===== src/rtl/event_encoder_pkg.sv =====
// Shared types and helpers for the event encoder: FSM states, code type
// and the one-hot expansion of a code.
package event_encoder_pkg;

    localparam int N_EV = 4;

    typedef logic [1:0] code_t;

    typedef enum logic {
        IDLE,
        OFFER
    } state_e;

    function automatic logic [N_EV-1:0] code_onehot(input code_t c);
        return 4'b0001 << c;
    endfunction

endpackage


===== src/rtl/rr_pick.sv =====
// Round-robin request picker: first set bit of req searching from last+1,
// wrapping modulo four.
module rr_pick
    import event_encoder_pkg::*;
(
    input  logic [3:0] req,
    input  logic [1:0] last,
    output logic       any,
    output logic [1:0] idx
);

    code_t cand;

    always_comb begin
        any  = 1'b0;
        idx  = 2'b00;
        cand = 2'b00;
        // Offsets 1..4 so that 'last' itself is searched last.
        for (int k = 1; k <= N_EV; k++) begin
            cand = last + code_t'(k);
            if (!any && req[cand]) begin
                any = 1'b1;
                idx = cand;
            end
        end
    end

endmodule


===== src/rtl/event_encoder.sv =====
// Captures rising edges on four event lines as pending bits and streams them
// out as 2-bit codes over a valid/ready handshake in round-robin order.
module event_encoder
    import event_encoder_pkg::*;
#(
    parameter int CNT_W = 8
) (
    input  logic             clk,
    input  logic             rst_n,
    input  logic             D0,
    input  logic             D1,
    input  logic             D2,
    input  logic             D3,
    input  logic             E,
    output logic [1:0]       A,
    output logic             V,
    input  logic             R,
    output logic [CNT_W-1:0] OVF
);

    localparam logic [CNT_W+2:0] OVF_MAX = {3'b000, {CNT_W{1'b1}}};

    state_e           state_q, state_d;
    logic [3:0]       prev_q, prev_d;
    logic [3:0]       pend_q, pend_d;
    code_t            last_q, last_d;
    code_t            a_q, a_d;
    logic [CNT_W-1:0] ovf_q, ovf_d;

    logic [3:0]       d_vec;
    logic [3:0]       ev;
    logic             xfer;
    logic [3:0]       xfer_bits;
    logic [3:0]       drops;
    logic [2:0]       n_drop;
    logic [CNT_W+2:0] ovf_sum;
    logic [3:0]       mask;
    logic [3:0]       pick_req;
    code_t            pick_last;
    logic             pick_any;
    code_t            pick_idx;

    // Edge capture, pending set/clear and the saturating drop counter.
    always_comb begin
        d_vec     = {D3, D2, D1, D0};
        ev        = d_vec & ~prev_q & {4{E}};
        xfer      = (state_q == OFFER) && R;
        xfer_bits = xfer ? code_onehot(a_q) : 4'b0000;
        drops     = ev & pend_q & ~xfer_bits;
        n_drop    = {2'b00, drops[0]} + {2'b00, drops[1]}
                  + {2'b00, drops[2]} + {2'b00, drops[3]};
        ovf_sum   = {3'b000, ovf_q} + {{CNT_W{1'b0}}, n_drop};
        ovf_d     = (ovf_sum > OVF_MAX) ? {CNT_W{1'b1}} : ovf_sum[CNT_W-1:0];
        prev_d    = d_vec;
        // A new event on the bit being transferred keeps it pending.
        pend_d    = (pend_q & ~xfer_bits) | ev;
        mask      = pend_q & ~code_onehot(a_q);
        pick_req  = (state_q == OFFER) ? mask : pend_q;
        pick_last = (state_q == OFFER) ? a_q : last_q;
    end

    rr_pick u_pick (
        .req  (pick_req),
        .last (pick_last),
        .any  (pick_any),
        .idx  (pick_idx)
    );

    always_comb begin
        state_d = state_q;
        a_d     = a_q;
        last_d  = last_q;
        case (state_q)
            IDLE: begin
                if (pick_any) begin
                    a_d     = pick_idx;
                    state_d = OFFER;
                end
            end
            OFFER: begin
                if (R) begin
                    last_d = a_q;
                    if (pick_any) begin
                        a_d = pick_idx;
                    end else begin
                        state_d = IDLE;
                    end
                end
            end
            default: state_d = IDLE;
        endcase
    end

    always_ff @(posedge clk or negedge rst_n) begin
        if (!rst_n) begin
            state_q <= IDLE;
            prev_q  <= 4'b0000;
            pend_q  <= 4'b0000;
            last_q  <= 2'd3;
            a_q     <= 2'd0;
            ovf_q   <= '0;
        end else begin
            state_q <= state_d;
            prev_q  <= prev_d;
            pend_q  <= pend_d;
            last_q  <= last_d;
            a_q     <= a_d;
            ovf_q   <= ovf_d;
        end
    end

    assign A   = a_q;
    assign V   = (state_q == OFFER);
    assign OVF = ovf_q;

endmodule


===== config.mk =====
export PLATFORM = sky130hd
export DESIGN_NAME = event_encoder
export DESIGN_NICKNAME = d
export VERILOG_FILES = /design/src/rtl/event_encoder_pkg.sv /design/src/rtl/rr_pick.sv /design/src/rtl/event_encoder.sv
export SDC_FILE = /design/constraint.sdc
export NUM_CORES = 1
export LEC_CHECK = 0
export BUFFER_PORTS_ARGS = -buffer_cell sky130_fd_sc_hd__clkbuf_2
export CAP_MARGIN = 40
export CORE_MARGIN = 2
export CORE_UTILIZATION = 30
export CTS_BUF_LIST = sky130_fd_sc_hd__clkbuf_8 sky130_fd_sc_hd__clkbuf_16
export DETAILED_ROUTE_END_ITERATION = 12
export GPL_TIMING_DRIVEN = 1
export HOLD_SLACK_MARGIN = 0.1
export MAX_ROUTING_LAYER = met4
export PLACE_DENSITY = 0.58
export SYNTH_ARGS = -nofsm -noshare
export SYNTH_HDL_FRONTEND = slang
export SYNTH_SLANG_ARGS = --single-unit

===== constraint.sdc =====
create_clock -name clk -period 5.67 [get_ports clk]
set_clock_uncertainty 0.05 [all_clocks]
set_input_delay 0.2835 -clock clk [delete_from_list [all_inputs] [get_ports clk]]
set_output_delay 0.2835 -clock clk [all_outputs]
set_load 0.01 [all_outputs]

==> results.txt <==
share of cells above drive strength 1: 23.8%
# hold bufs at CTS: 4
vias in the first global route: 1002
path category of the worst min-delay check: in -> reg
commonest cells in the netlist: dfrtp_1, nand2_1, inv_1, mux2i_1, nor2_1
Yosys warnings: 0
Most used DFF post-synth: dfrtp_1
cts repair resizes: 0
max-slew violation count: 0
crit start category: flop
first-pass GRT wire length: 4.47 mm
Worst R2R End: OVF[3]
Post CTS Setup Buffer Count: 0
most frequent cell after synthesis: dfrtp_1
final setup vio count: 0
total grt overflow: 0
Final min period: 3130 ps
DR pass1 iterations: 4
Distinct cells, synth: 45
R2R depth: 10
DR WL/cell: 13.1 um
ant diodes: 0
CTS max path bufs: 2
IO Count: 19
synthesized flop and latch total: 21
leakage power: 0.693 nW
Die Y: 67.9 um
Sink Count: 21
sequential area share after synthesis: 43.1%
status: complete, no violations
initial core utilization: 30.9%
number of buffers added on ports: 18
Setup crit end: OVF[3]
antenna viol nets, final: 0
CTS buffer count: 3
via count: 956
Total Power: 0.770 mW
fin crit share: 55.2%
WHS Path Cells: 1
Final Cell Area: 1420 sq um
Clk pin slew, worst setup/hold paths: 70 ps
DIE WIDTH: 67.9 um
setup TNS: 0 ps
DP Area: 1340 sq um
DRC errors left: 0
largest net degree at the start of global routing: 22
Post-Syn Nets: 133
leading area contributor after synthesis: dfrtp_1
fmax: 0.320 GHz
largest cells by area after synthesis: dfrtp_1, mux2i_1, fa_1
Syn Inst Count: 121
Std-Cell Rows: 23
nature of the critical path endpoint: flop
HPWL after DPL: 1.92 mm
fin nets: 156
wirelength, routed: 2.53 mm
Mapped Area: 1230 sq um
critical path required time: 5790 ps
worst setup path startpoint: V
total global-route track usage: 13.0%
relative slew slack: 64.8%
die area: 4610 sq um
H-tree levels: 1
core region area: 3970 sq um
Fin. Hold Viols: 0
Syn Area/Cell: 10.1 sq um
power per cell area: 541 nW/um^2
CP Max Fanout: 13
drt initial violations: 62
number of synthesized flops with an enable pin: 0
reg2reg start: V
Max Cap Viol: 0
reg2reg setup slack: 2540 ps
clock latency at the later pin of the worst-skew pair: 260 ps
area delta synth->final: 16.0%
maximum VDD drop: 0.198 mV
Setup CP Type: reg -> reg
RSZ-0062 raised after global routing: no
routability cong.: 0.824
Arrival @ worst endpoint: 3250 ps
post-synth top area share: 38.8%
asr flop ratio synth: 100%
initial antenna violation count: 0
Slew @ Worst Pin: 528 ps
CTS tree: built
Vias/cell: 4.95
CTS root buf: clkbuf_8
where the power goes:
group,internal (mW),switching (mW)
logic,0.178,0.196
clock network,0.0489,0.0470
registers,0.209,0.0906
total,0.437,0.333
sequential cells by signal, indices dropped and copies added, names as in the netlist:
name / cells
A: 2
OVF: 8
last_q: 2
pend_q: 4
prev_q: 4
V: 1
layer usage:
metal | vias to the layer above | wire length (um) | global-route usage, %
met4 | 0 | 19 | 4.25
met3 | 2 | 108 | 2.30
met5 | - | 0 | -
met2 | 20 | 1240 | 22.1
met1 | 464 | 1170 | 15.7
li1 | 470 | - | -
layout by cell type, fill, tap and decap left out, types with 4 or more instances in the layout:
cell type / count
dlygate4sd3_1: 4
a21oi_1: 4
o21ai_0: 5
mux2i_1: 7
clkbuf_2: 18
and3_1: 4
nor2_1: 6
nand2_1: 15
nand3_1: 4
inv_1: 7
dfrtp_1: 19
worst min-delay path by stage:
stage / start / end / slack (ps)
2_1_floorplan: rst_n / A[0] / -60
3_3_place_gp: rst_n / OVF[4] / 220
3_5_place_dp: rst_n / OVF[5] / 230
4_1_cts: D1 / prev_q[1] / 110
5_1_grt: D1 / prev_q[1] / 120
6_report: D1 / prev_q[1] / 110
cells by family (layout without fill, tap and decap cells):
logic type / count (synthesis) / after routing / synth area share, %
AOI/OAI and AO/OA: 28 / 28 / 17.2
adders and majority gates: 4 / 4 / 5.92
DFF: 21 / 21 / 43.1
buffers and inverters: 11 / 33 / 5.61
xor gates and xnor gates: 2 / 2 / 1.43
and+or+nand+nor: 47 / 47 / 19.8
muxes: 8 / 8 / 6.94
critical path, stage by stage (launching register included):
cell and delay (ps):
dfrtp_1 580, nand2_1 190, o31ai_1 300, or2_2 180
fa_1 440, fa_1 420, inv_1 90, fa_1 260
and3_1 220, nand3_1 180, o21ai_0 130
cell type report:
cell class              count  area [sq um]
well taps                  50          62.6
inverters                   7          26.3
clock buffers               3          41.3
flip-flops and latches     21           528
multi-input cells          89           629
clock inverters             1          5.00
repair buffers             22           130
fillers                   408          2550
stage by stage:
step	setup WS, ps	hold slack [ps]	util (%)	std cells
floorplan	2800	-62.1	-	121
global placement	2720	225	33.6	185
detailed placement	2540	233	33.6	185
CTS	2550	106	35.8	193
global route	2250	115	35.8	193
finish	2540	114	35.8	193
Note: power is estimated with default switching activity, not from simulation.
